[src/rtl/axi_read_arbiter.sv]
// Arbitrates the single AXI read channel between the I-cache and D-cache refill FSMs.
// The arbiter grants one requester per burst and holds the grant until that burst's last beat.
// Read beats are routed only to the granted cache, and the beat count is checked on each last beat.
// Default build: fixed priority, data wins over instruction.
// Define ARB_ROUND_ROBIN_EN to switch to round-robin: on a tie, the side not granted last wins.
module axi_read_arbiter #(
    parameter int unsigned ADDR_WIDTH = 64,
    parameter int unsigned DATA_WIDTH = 32,
    parameter int unsigned BURST_LEN  = 16
) (
    input  logic                  clk,
    input  logic                  arstn,
    input  logic                  i_instr_start_read,
    input  logic [ADDR_WIDTH-1:0] i_instr_addr,
    input  logic                  i_data_start_read,
    input  logic [ADDR_WIDTH-1:0] i_data_addr,
    output logic                  o_start_read_axi,
    output logic [ADDR_WIDTH-1:0] o_read_addr_axi,
    input  logic                  i_r_valid_axi,
    input  logic                  i_read_last_axi,
    input  logic [DATA_WIDTH-1:0] i_r_data_axi,
    output logic                  o_instr_r_valid,
    output logic                  o_instr_r_last,
    output logic                  o_data_r_valid,
    output logic                  o_data_r_last,
    output logic [DATA_WIDTH-1:0] o_r_data,
    output logic                  o_busy,
    output logic                  o_len_err
);

    localparam int unsigned CNT_W = $clog2(BURST_LEN) + 1;

    typedef enum logic [1:0] {
        IDLE    = 2'd0,
        GRANT_I = 2'd1,
        GRANT_D = 2'd2
    } state_t;

    state_t           state;
    state_t           state_nxt;
    logic [CNT_W-1:0] beat_cnt;
    logic             any_req;
    logic             win_d;
    logic             beat_in;
    logic             last_beat;

`ifdef ARB_ROUND_ROBIN_EN
    logic             last_d;
`endif

    // Winner selection among the currently raised requests
    always_comb begin
        any_req = i_instr_start_read | i_data_start_read;
`ifdef ARB_ROUND_ROBIN_EN
        win_d   = i_data_start_read & (~i_instr_start_read | ~last_d);
`else
        win_d   = i_data_start_read;
`endif
    end

    // Next-state logic and combinational beat routing
    always_comb begin
        state_nxt       = state;
        beat_in         = 1'b0;
        last_beat       = 1'b0;
        o_instr_r_valid = 1'b0;
        o_instr_r_last  = 1'b0;
        o_data_r_valid  = 1'b0;
        o_data_r_last   = 1'b0;
        case (state)
            IDLE: begin
                if (any_req) begin
                    state_nxt = win_d ? GRANT_D : GRANT_I;
                end
            end
            GRANT_I: begin
                beat_in         = i_r_valid_axi;
                last_beat       = i_r_valid_axi & i_read_last_axi;
                o_instr_r_valid = i_r_valid_axi;
                o_instr_r_last  = i_r_valid_axi & i_read_last_axi;
                if (last_beat) begin
                    state_nxt = IDLE;
                end
            end
            GRANT_D: begin
                beat_in        = i_r_valid_axi;
                last_beat      = i_r_valid_axi & i_read_last_axi;
                o_data_r_valid = i_r_valid_axi;
                o_data_r_last  = i_r_valid_axi & i_read_last_axi;
                if (last_beat) begin
                    state_nxt = IDLE;
                end
            end
            default: begin
                state_nxt = IDLE;
            end
        endcase
    end

    // State register
    always_ff @(posedge clk or negedge arstn) begin
        if (!arstn) begin
            state <= IDLE;
        end else begin
            state <= state_nxt;
        end
    end

    // Grant-time start pulse, address latch, beat counter and sticky length error
    always_ff @(posedge clk or negedge arstn) begin
        if (!arstn) begin
            o_start_read_axi <= 1'b0;
            o_read_addr_axi  <= '0;
            beat_cnt         <= '0;
            o_len_err        <= 1'b0;
        end else begin
            o_start_read_axi <= 1'b0;
            if ((state == IDLE) && any_req) begin
                o_start_read_axi <= 1'b1;
                o_read_addr_axi  <= win_d ? i_data_addr : i_instr_addr;
                beat_cnt         <= '0;
            end else if (beat_in) begin
                beat_cnt <= beat_cnt + CNT_W'(1);
            end
            if (last_beat && ((beat_cnt + CNT_W'(1)) != CNT_W'(BURST_LEN))) begin
                o_len_err <= 1'b1;
            end
        end
    end

`ifdef ARB_ROUND_ROBIN_EN
    // Remember which side was granted last; reset means data was granted last
    always_ff @(posedge clk or negedge arstn) begin
        if (!arstn) begin
            last_d <= 1'b1;
        end else if ((state == IDLE) && any_req) begin
            last_d <= win_d;
        end
    end
`endif

    assign o_r_data = i_r_data_axi;
    assign o_busy   = (state != IDLE);

endmodule

[config.mk]
export PLATFORM = sky130hd
export DESIGN_NAME = axi_read_arbiter
export DESIGN_NICKNAME = d
export VERILOG_FILES = /design/src/rtl/axi_read_arbiter.sv
export SDC_FILE = /design/constraint.sdc
export NUM_CORES = 1
export LEC_CHECK = 0
export CAP_MARGIN = 15
export CORE_MARGIN = 3
export CORE_UTILIZATION = 38
export DETAILED_ROUTE_END_ITERATION = 10
export GPL_TIMING_DRIVEN = 0
export PLACE_DENSITY = 0.87
export SETUP_SLACK_MARGIN = 0.05
export SYNTH_ARGS = -nofsm -noshare
export SYNTH_HDL_FRONTEND = slang
export SYNTH_SLANG_ARGS = --single-unit
[constraint.sdc]
create_clock -name clk -period 4.05 [get_ports clk]
set_input_delay 0.405 -clock clk [delete_from_list [all_inputs] [get_ports clk]]
set_output_delay 0.405 -clock clk [all_outputs]
set_load 0.1 [all_outputs]
==> results.sh, run 1 <==
export IMPL_period_needed_ps=2734
export IMPL_outcome="complete, no violations"
export IMPL_via_count=3567
export IMPL_max_freq_mhz=365.8
export IMPL_die_h_um=104.9
export IMPL_use_met2_pct=39.87
export IMPL_h_tree_depth=3
export IMPL_slew_viol_final=0
export IMPL_ant_nets=0
export IMPL_fin_skew_ps=8.566
export IMPL_antenna_found_initial=0
export IMPL_rows=35
export IMPL_grtUsageTotal_pct=21.22
export IMPL_worstSetupStartpointType="flop"
export IMPL_gr_usage_met1_pct=23.39
export IMPL_r2r_cells=5
export IMPL_clock_latency_ps=340
export IMPL_hold_viol_final=0
export IMPL_r2r_slack_ps=2500
export IMPL_boundaryPins=269
export IMPL_drive_above_1_share_pct=11.73
export IMPL_rsz0062_at_grt="false"
export IMPL_syn_nets=534
export IMPL_groute_layer_met3_usage_pct=4.756
export IMPL_synth_area_per_cell_um2=10.22
export IMPL_cts_max_path_buffers=2
export IMPL_grt_pass1_wl_um=18850
export IMPL_die_w_um=104.9
export IMPL_clk_pin_slew_ps=80
export IMPL_critPathRequiredTime_ps=3640
export IMPL_grt_max_degree=74
export IMPL_yosysSeqAreaShare_pct=49.13
export IMPL_io_buffers=234
export IMPL_drt_total_wl_um=12080
export IMPL_slowest_stage="clkdlybuf4s50_1"
export IMPL_avgRoutedWirePerCell_um=16.25
export IMPL_busiest_layer="met2"
export IMPL_mappedNetlistArea_um2=3719
export IMPL_place_gp_congestion=0.8060
export IMPL_detail_route_first_pass_iterations=4
export IMPL_dieArea_um2=11010
export IMPL_grt_pass1_vias=3814
export IMPL_root_buffer="clkbuf_8"
export IMPL_synthDistinctLibCells=26
export IMPL_worst_pin_slew_ps=1031
export IMPL_setup_violations=0
export IMPL_initial_core_util_pct=39.68
export IMPL_post_cts_setup_buffers=0
export IMPL_cpMostUsedCell="inv_1"
export IMPL_critPathCaptureType="output pin"
export IMPL_max_slew_margin_pct=31.03
export IMPL_core_area_um2=9371
export IMPL_synthCells=364
export IMPL_cp_max_fo=3
export IMPL_finalCritPeriodShare_pct=67.50
export IMPL_drtIter0Drc=89
export IMPL_final_cell_mix="233 x clkdlybuf4s50_1, 73 x dfrtp_1, 69 x nand2_1"
export IMPL_remaining_drc_errors=0
export IMPL_cp_cell_sequence="inv_1 -> ha_1 -> inv_1 -> clkdlybuf4s50_1"
export IMPL_layout_commonest_cell="clkdlybuf4s50_1"
export IMPL_globalRoute_totalOverflow=0
export IMPL_yosys_register_bits=73
export IMPL_dp_hpwl_um=9685
export IMPL_hp_class="input pin to async pin"
export IMPL_finalSetupTns_ps=0
export IMPL_antennaDiodeCount=0
export IMPL_cts_buffers=9
export IMPL_ctsResizeCount=0
export IMPL_yosys_warnings=0
export IMPL_path_class="flop to output pin"
export IMPL_critical_path_max_stage_delay_ps=1160
export IMPL_postCtsHoldBufs=0
export IMPL_viasPerCell=4.801
export IMPL_maxCapViolations=0
export IMPL_nFillCells=760
export IMPL_syn_to_final_growth_pct=73.18
export IMPL_clock_sinks=73
export IMPL_cts_tree="done"
export IMPL_crit_arrival_ps=2330
export IMPL_nets=779
[cell usage after synthesis]
cell,number,area share (%)
a21bo_2,1,0.27
a21boi_0,1,0.20
a21oi_1,4,0.54
a31oi_1,1,0.17
a32o_1,1,0.27
and2_1,2,0.34
and3_1,2,0.34
buf_2,8,1.1
buf_4,34,6.9
buf_6,8,2.4
clkbuf_1,2,0.20
clkbuf_2,3,0.40
dfrtp_1,73,49
ha_1,4,1.3
inv_1,3,0.30
inv_2,1,0.10
mux2i_1,65,17
nand2_1,69,7.0
nand2b_1,2,0.34
nand3_1,4,0.54
nor2_1,3,0.30
o21ai_0,58,7.8
o21ai_1,10,1.3
o21ai_4,1,0.44
or3_1,2,0.34
xor2_1,2,0.47
[registers in the layout (all words and copies together), names as in the netlist]
| signal | flops |
|---|---|
| beat_cnt | 5 |
| o_len_err | 1 |
| o_read_addr_axi | 64 |
| o_start_read_axi | 1 |
| state | 2 |
[final cells by class]
cell class | count | area [µm²] | area share (%)
timing repair buffer | 234 | 2340 | 36.33
inverter | 4 | 15.01 | 0.2331
sequential | 73 | 1827 | 28.37
buffer | 55 | 407.9 | 6.334
tap | 129 | 161.4 | 2.506
clock inverter | 5 | 78.83 | 1.224
multi-input combinational | 232 | 1469 | 22.81
clock buffer | 11 | 141.4 | 2.195
[kinds of logic after synthesis]
| logic type | share of synthesized area, % |
|---|---|
| AO/OA/AOI/OAI | 11.04 |
| XOR/XNOR | 0.4711 |
| adder cells (fa/ha/maj) | 1.346 |
| buffers and inverters | 11.37 |
| flip-flops | 49.13 |
| multiplexers | 17.50 |
| AND/OR/NAND/NOR | 9.152 |
[worst max-delay path, delay by kind of cell (launching register included)]
| family | cells | cell delay (ps) |
|---|---|---|
| buf+inv | 3 | 1370 |
| flops | 1 | 350 |
| fa+ha+maj | 1 | 270 |
[final timing paths]
path | from | to
worst max-delay path | state[0] | o_busy
worst min-delay path | arstn | beat_cnt[3]
worst max register to register | state[1] | beat_cnt[4]
worst min register to register | o_read_addr_axi[61] | o_read_addr_axi[61]
max in group asynchronous | arstn | o_read_addr_axi[49]
min in group clk | i_r_valid_axi | beat_cnt[1]
[metal layers]
layer	wire length [µm]	vias to the layer above	part of all wire (%)
met5	0	-	0
met4	246	0	2.0
met3	792	26	6.6
met2	6471	147	54
met1	4565	1705	38
li1	-	1689	-
[through the flow]
step	cells	hold WS [ps]	instance area, µm²	utilization (%)	setup WS, ps
2_1_floorplan	364	109.4	3719	-	2273
3_3_place_gp	727	460.0	6222	66.40	161.5
3_5_place_dp	727	469.2	6220	66.37	1412
4_1_cts	743	234.1	6440	68.72	1317
5_1_grt	743	284.8	6440	68.72	1228
6_report	743	178.3	6440	68.72	1316
Power of run 1 is not shown: default switching activity piles up to over one toggle a cycle in this logic, so the estimate is an artifact.
==> run 2: changes to the inputs <==
Settings changed: CORE_UTILIZATION 38 to 32, PLACE_DENSITY 0.87 to 0.78.
Clock period 4.05 ns to 2.3 ns, I/O delays scaled along.
==> results.sh, run 2 (synthesis results as in run 1) <==
export IMPL_outcome="complete, no violations"
export IMPL_setup_ws_ps=118.9
export IMPL_syn_to_final_growth_pct=74.06
export IMPL_drive_above_1_share_pct=11.76
export IMPL_crit_arrival_ps=1950
export IMPL_cts_buffers=9
export IMPL_max_freq_mhz=458.5
export IMPL_viasPerCell=4.597
export IMPL_h_tree_depth=3
export IMPL_top_register="o_read_addr_axi"
export IMPL_layout_commonest_cell="clkdlybuf4s50_1"
export IMPL_period_needed_ps=2181
export IMPL_core_area_um2=11080
export IMPL_critPathTopFamily="buffers and inverters"
export IMPL_clock_sinks=73
export IMPL_nets=779
export IMPL_critPathCaptureType="output pin"
export IMPL_reg_top3="o_read_addr_axi x64, beat_cnt x5, state x2"
export IMPL_hp_class="input pin to async pin"
export IMPL_critical_path_max_stage_delay_ps=850
export IMPL_grt_max_degree=74
export IMPL_worstSetupStartpointType="flop"
export IMPL_slowest_stage="dlygate4sd2_1"
export IMPL_clk_pin_slew_ps=60
export IMPL_critPathRequiredTime_ps=2070
export IMPL_die_h_um=113.8
export IMPL_globalRoute_totalOverflow=0
export IMPL_multi_input_area_um2=1469
export IMPL_nFillCells=972
export IMPL_cp_cell_sequence="inv_1 -> ha_1 -> and3_1 -> dlygate4sd2_1"
export IMPL_antenna_found_initial=0
export IMPL_ant_nets=0
export IMPL_hold_viol_final=0
export IMPL_boundaryPins=269
export IMPL_clock_latency_ps=320
export IMPL_io_buffers=234
export IMPL_initial_core_util_pct=33.57
export IMPL_antennaDiodeCount=0
export IMPL_max_slew_margin_pct=31.68
export IMPL_place_gp_congestion=0.8046
export IMPL_largest_reg_flops=64
export IMPL_fin_skew_ps=5.465
export IMPL_die_w_um=113.8
export IMPL_slew_viol_final=0
export IMPL_dp_hpwl_um=9400
export IMPL_path_buf_inv=2
export IMPL_place_ws_ps=7.520
export IMPL_drt_total_wl_um=11660
export IMPL_cts_max_path_buffers=2
export IMPL_maxCapViolations=0
export IMPL_grtUsageTotal_pct=17.51
export IMPL_fin_util_pct=58.43
export IMPL_drtIter0Drc=72
export IMPL_avgRoutedWirePerCell_um=15.50
export IMPL_detail_route_first_pass_iterations=4
export IMPL_remaining_drc_errors=0
export IMPL_post_cts_setup_buffers=0
export IMPL_via_count=3457
export IMPL_cts_tree="done"
export IMPL_final_cell_mix="228 x clkdlybuf4s50_1, 73 x dfrtp_1, 69 x nand2_1"
export IMPL_setup_violations=0
export IMPL_grt_pass1_wl_um=18070
export IMPL_dieArea_um2=12950
export IMPL_root_buffer="clkbuf_16"
export IMPL_seq_area_um2=1827
export IMPL_r2r_slack_ps=770
export IMPL_cp_max_fo=3
export IMPL_path_class="flop to output pin"
export IMPL_rsz0062_at_grt="false"
export IMPL_worst_pin_slew_ps=1022
export IMPL_grt_pass1_vias=3698
export IMPL_finalCritPeriodShare_pct=94.83
export IMPL_rows=38
[run 2: layout make-up]
class / count / share of cell area (%)
Inverter: 4 / 0.2320
Buffer: 55 / 6.302
Sequential cell: 73 / 28.22
Clock inverter: 4 / 0.3480
Timing Repair Buffer: 234 / 35.96
Multi-Input combinational cell: 232 / 22.69
Clock buffer: 10 / 3.538
Tap cell: 140 / 2.706
[run 2: worst paths after layout]
path | startpoint | to | cells after the start
min in group clk | i_r_valid_axi | beat_cnt[1] | 3
worst max-delay path | state[1] | o_instr_r_last | 4
worst max register to register | state[1] | beat_cnt[4] | 5
worst min-delay path | arstn | o_read_addr_axi[12] | 1
worst min register to register | o_read_addr_axi[45] | o_read_addr_axi[45] | 2
max in group asynchronous | arstn | o_read_addr_axi[46] | 1
[run 2: stage by stage]
stage	cells	cell area [µm²]	TNS, ps	hold WS, ps
finish	752	6472	0	37.10
global route	752	6472	0	115.8
CTS	752	6479	0	81.97
detailed placement	738	6233	0	431.0
global placement	738	6236	-105910	461.2
floorplan	364	3719	0	-65.59
[run 2: layer usage]
layer | GRT usage (%) | up-vias | part of all wire, % | routed length (µm)
met5 | 0 | - | 0 | 0
met4 | 4.117 | 0 | 1.0 | 118
met3 | 5.889 | 10 | 8.0 | 930
met2 | 32.47 | 146 | 53 | 6195
met1 | 19.26 | 1613 | 38 | 4411
li1 | - | 1688 | - | -
[run 2: worst reg2reg max path, cell delays in order (launching register included)]
cell and delay (ps):
dfrtp_1 370, inv_1 70, ha_1 350, nand2_1 150, or3_1 370, a21oi_1 150
[run 2: what timing repair did]
action | in CTS | in global routing
gates resized for setup | 5 | 5
gates cloned | 0 | 0
hold buffers | 0 | 0
hold endpoints to repair | 0 | 0
endpoints found under the setup margin | 5 | 3
Power of run 2 is left out for the same reason.
==> edit 1: new RTL, flow settings as in run 2 <==
The option `ARB_ROUND_ROBIN_EN` is turned on by a define.
--- a/src/rtl/axi_read_arbiter.sv
+++ b/src/rtl/axi_read_arbiter.sv
@@ -4,4 +4,6 @@
 // Default build: fixed priority, data wins over instruction.
 // Define ARB_ROUND_ROBIN_EN to switch to round-robin: on a tie, the side not granted last wins.
+`define ARB_ROUND_ROBIN_EN
+
 module axi_read_arbiter #(
     parameter int unsigned ADDR_WIDTH = 64,
Behaviour: not the same (a bounded check fails within 4 cycles, from zero or initial values and one cycle with arstn low).
==> edit 1 against run 2 <==
Setup slack better by 36 ps. Sequential share of layout area grew 0.13 points. Wire length grew 16%. Cell count up 10%. Cell area increased by 0.99%. Sequential cell count increased by 1. Largest cell class unchanged. Synthesized area is 0.54% higher.
Power is left out: the tool's default activity adds up to more than one toggle a clock period on the data nets, which glitch-free logic cannot reach.
==> edit 1: results <==
place:
  place_inst: 811
  dp_hpwl_um: 10600
  port_buffers: 236
  routabilityCongestion: 0.837
synth:
  synthTopCellsByCount: "a21oi_1, dfrtp_1, nand2_1"
  async_flop_share: 1.00
  synth_flop_cell: "dfrtp_1"
  synth.distinct_cells: 28
  synthTopCellsByArea: "dfrtp_1, a21oi_1, buf_4"
  ys_seq_area_frac: 0.496
  ys_warn_count: 0
  syn_nets: 604
  syn_area_per_cell_um2: 8.61
critical_path:
  slowest_delay_ps: 810
  arrival_ps: 1920
  worstPathMaxFanout: 3
  ff2ff_setup_slack_ps: 590
  crit_family: "buffers and inverters"
  r2r-start: "state[1]"
  startpoint: "state[0]"
  crit_slowest_cell: "clkdlybuf4s15_1"
  reg2reg_depth: 7
  worstReg2RegEnd: "o_read_addr_axi[50]"
cts:
  root_buffer: "clkbuf_16"
  postCtsSetupBuffers: 0
  clk_path_buf_depth: 2
  path_clk_slew_ps: 60
  cts_buffers: 9
  clock_latency_ps: 330
  cts_htree_levels: 3
drt:
  vias_per_cell: 4.88
  drt_iter0_drc: 151
  postRouteWirelength_um: 13600
  drt_pass1_iterations: 4
worst_hold_path:
  hp-class: "in -> async"
timing:
  fin_skew_ps: 4.92
  slew_headroom: 0.297
finish:
  nFillCells: 987
  top_regs: "o_read_addr_axi: 64 flops, beat_cnt: 5 flops, state: 2 flops"
  final_nets: 853
  antennaDiodeCount: 0
  instances_no_fill: 827
  drive_above_1_share: 0.124
grt:
  grt_usage: 0.201
  grt_pass1_vias: 4242
  antenna_found_initial: 0
  grt_pass1_wl_um: 20900
  grt_max_degree: 42
outcome:
  status: "finished, final reports clean"
-- edit 1: cell count changes after synthesis, moves of 14 or more --
cell | before | now
nor2_1 | 3 | 55
a32oi_1 | 0 | 14
a21oi_1 | 4 | 106
o21ai_0 | 58 | 2
nand3_1 | 4 | 18
mux2i_1 | 65 | 2
-- edit 1: metrics by stage --
stage | setup slack (ps) | area [um2] | hold slack, ps
5_1_grt | 63.6 | 6540 | 445
6_report | 155 | 6540 | 398
3_5_place_dp | -120 | 6290 | 214
3_3_place_gp | -1620 | 6280 | 469
2_1_floorplan | 689 | 3740 | -65.6
4_1_cts | 61.1 | 6550 | 401
-- edit 1: what timing repair did --
item / in CTS / in global routing
gates resized for setup: 5 / 9
pin swaps: 0 / 0
setup endpoints to repair: 5 / 5
hold buffers: 1 / 0
cloned: 0 / 0
hold endpoints to repair: 33 / 0
-- edit 1: kinds of logic after synthesis --
kind of cell               Yosys count  share of synthesized area
and+or+nand+nor                    156                      0.173
AOI/OAI and AO/OA                  128                      0.190
DFF                                 74                      0.496
buffers and inverters               68                      0.118
adders and majority gates            4                     0.0134
xor gates and xnor gates             2                    0.00469
muxes                                2                    0.00535
-- edit 1: worst max path at each step --
stage / slack [ps] / cells past startpoint / to
floorplan: 690 / 3 / o_instr_r_last
global placement: -1620 / 1 / o_read_addr_axi[8]
detailed placement: -120 / 3 / o_data_r_last
CTS: 60 / 4 / o_instr_r_last
global route: 60 / 4 / o_data_r_valid
finish: 150 / 4 / o_data_r_valid
-- edit 1: cell type report --
| cell class | count | area [um2] | share of cell area |
|---|---|---|---|
| Tap cell | 140 | 175 | 0.0268 |
| Multi-Input combinational cell | 292 | 1450 | 0.221 |
| Buffer | 63 | 422 | 0.0645 |
| Clock inverter | 4 | 20.0 | 0.00306 |
| Timing Repair Buffer | 238 | 2370 | 0.363 |
| Inverter | 5 | 18.8 | 0.00287 |
| Clock buffer | 11 | 233 | 0.0356 |
| Sequential cell | 74 | 1850 | 0.283 |
-- edit 1: per-layer routing --
layer	wire length [um]	vias to the layer above	global-route usage
met5	0	-	0
met4	324	0	0.0792
met3	1150	25	0.0470
met2	7000	191	0.364
met1	5110	1891	0.226
li1	-	1932	-
==> edit 2: new RTL, config.mk and constraints of run 2 <==
Without the edit above. Re-encode `state_t` (3 states) as one-hot, 3 bits wide.
--- a/src/rtl/axi_read_arbiter.sv
+++ b/src/rtl/axi_read_arbiter.sv
@@ -31,8 +31,8 @@
     localparam int unsigned CNT_W = $clog2(BURST_LEN) + 1;
 
-    typedef enum logic [1:0] {
-        IDLE    = 2'd0,
-        GRANT_I = 2'd1,
-        GRANT_D = 2'd2
+    typedef enum logic [2:0] {
+        IDLE    = 3'b001,
+        GRANT_I = 3'b010,
+        GRANT_D = 3'b100
     } state_t;
 
Formal check against the unedited RTL: no difference found for any inputs over 10 cycles, from zero or initial values and one cycle with arstn low; not proved beyond that.
==> edit 2 against run 2 <==
Cell area grew 1.8%. Clock skew grew 3.0 ps. Cell count is 1.1% higher. Setup slack better by 36 ps. Wire length grew 1.0%. Sequential share of layout area fell by 0.11 points. Synthesized area rose by 0.47%. Sequential cell count is 1 higher. Hold slack hardly changed. Highest routed layer unchanged.
Power is not shown: default switching activity piles up to over one toggle a cycle in this logic, so the estimate is an artifact.
==> edit 2: results <==
outcome:
  status: "finished, final reports clean"
drt:
  dr_wl_met2_um: 6010
  vias_per_cell: 4.61
  dr_wl_met3_um: 1140
  drt_pass1_iterations: 4
  drt_iter0_drc: 119
  drt-met1-wl_um: 4480
  routedWlPerCell_um: 15.5
  topRoutingLayerUsed: "met4"
grt:
  gr-usage-met3: 0.0555
  use_met2: 0.294
  grt_pass1_wl_um: 18000
  antenna_found_initial: 0
  grt_max_degree: 75
  globalRouteMet1Util: 0.209
  grt_usage: 0.172
critical_path:
  r2r-start: "state[0]"
  arrival_ps: 1920
  startpoint: "state[1]"
  crit_slowest_cell: "dlygate4sd2_1"
  worstPathMaxFanout: 8
  slowest_delay_ps: 860
timing:
  worstMarginPinSlew_ps: 1010
  fin_skew_ps: 8.43
  setup_violations: 0
finish:
  drive_above_1_share: 0.102
  antennaDiodeCount: 0
  final_nets: 782
  top_regs: "o_read_addr_axi: 64 flops, beat_cnt: 5 flops, state: 3 flops"
  nFillCells: 925
cts:
  cts_htree_levels: 3
  cts_buffers: 9
  clk_path_buf_depth: 2
  path_clk_slew_ps: 60
  clock_latency_ps: 320
  root_buffer: "clkbuf_16"
  postCtsSetupBuffers: 0
place:
  port_buffers: 235
  routabilityCongestion: 0.785
  dp_hpwl_um: 9390
synth:
  synthTopCellsByCount: "dfrtp_1, nand2_1, mux2i_1"
  synth.distinct_cells: 30
  ys_seq_area_frac: 0.496
  syn_nets: 536
  synth_flop_cell: "dfrtp_1"
  synthTopCellsByArea: "dfrtp_1, mux2i_1, o21ai_1"
  async_flop_share: 1.00
  ys_warn_count: 0
worst_hold_path:
  hp-class: "in -> async"
edit 2: cell count changes in the layout (fill, tap and decap cells not counted), moves of 3 or more:
cell and change:
o31ai_1 +4, bufinv_16 +3, o21ai_1 +50, clkbuf_1 +10, ha_1 -3, o211ai_1 +3
o21ai_0 -52, clkbuf_2 -4, nor2_1 +3, buf_2 -5
edit 2: path summary, 6_finish.rpt:
path	to	slack, ps	cells after the start
worst max register to register	o_read_addr_axi[25]	390	7
max in group asynchronous	o_read_addr_axi[13]	1640	1
worst max-delay path	o_data_r_last	150	4
worst min-delay path	o_read_addr_axi[36]	40	1
worst min register to register	o_read_addr_axi[35]	480	2
min in group clk	o_read_addr_axi[35]	480	2
edit 2: metrics by stage:
step | instances | hold WS (ps) | setup slack, ps | instance area (um2)
after floorplan | 369 | -65.6 | 188 | 3740
after global placement | 744 | 461 | -1430 | 6260
after detailed placement | 744 | 426 | -63.8 | 6260
after CTS | 760 | 75.0 | 132 | 6590
after global routing | 760 | 130 | 56.9 | 6590
final | 760 | 37.4 | 155 | 6590
edit 2: cell type report:
type                       instances  share of cell area
tap                              140              0.0266
timing repair buffer             235               0.356
inverter                           4             0.00228
clock buffer                      11              0.0353
sequential                        74               0.281
multi-input combinational        234               0.221
buffer                            57              0.0623
clock inverter                     5              0.0156
edit 2: logic make-up (layout without fill, tap and decap cells):
logic type | count (synthesis) | in the layout | share of synthesized area
compound gates | 80 | 80 | 0.113
mux | 65 | 65 | 0.174
flops | 74 | 74 | 0.496
xor+xnor | 1 | 1 | 0.00234
buf+inv | 61 | 312 | 0.114
fa+ha+maj | 1 | 1 | 0.00335
simple gates | 87 | 87 | 0.0971
edit 2: what timing repair did:
item / CTS / global route
gates resized for setup: 5 / 1
setup endpoints to repair: 5 / 1
cloned: 0 / 0
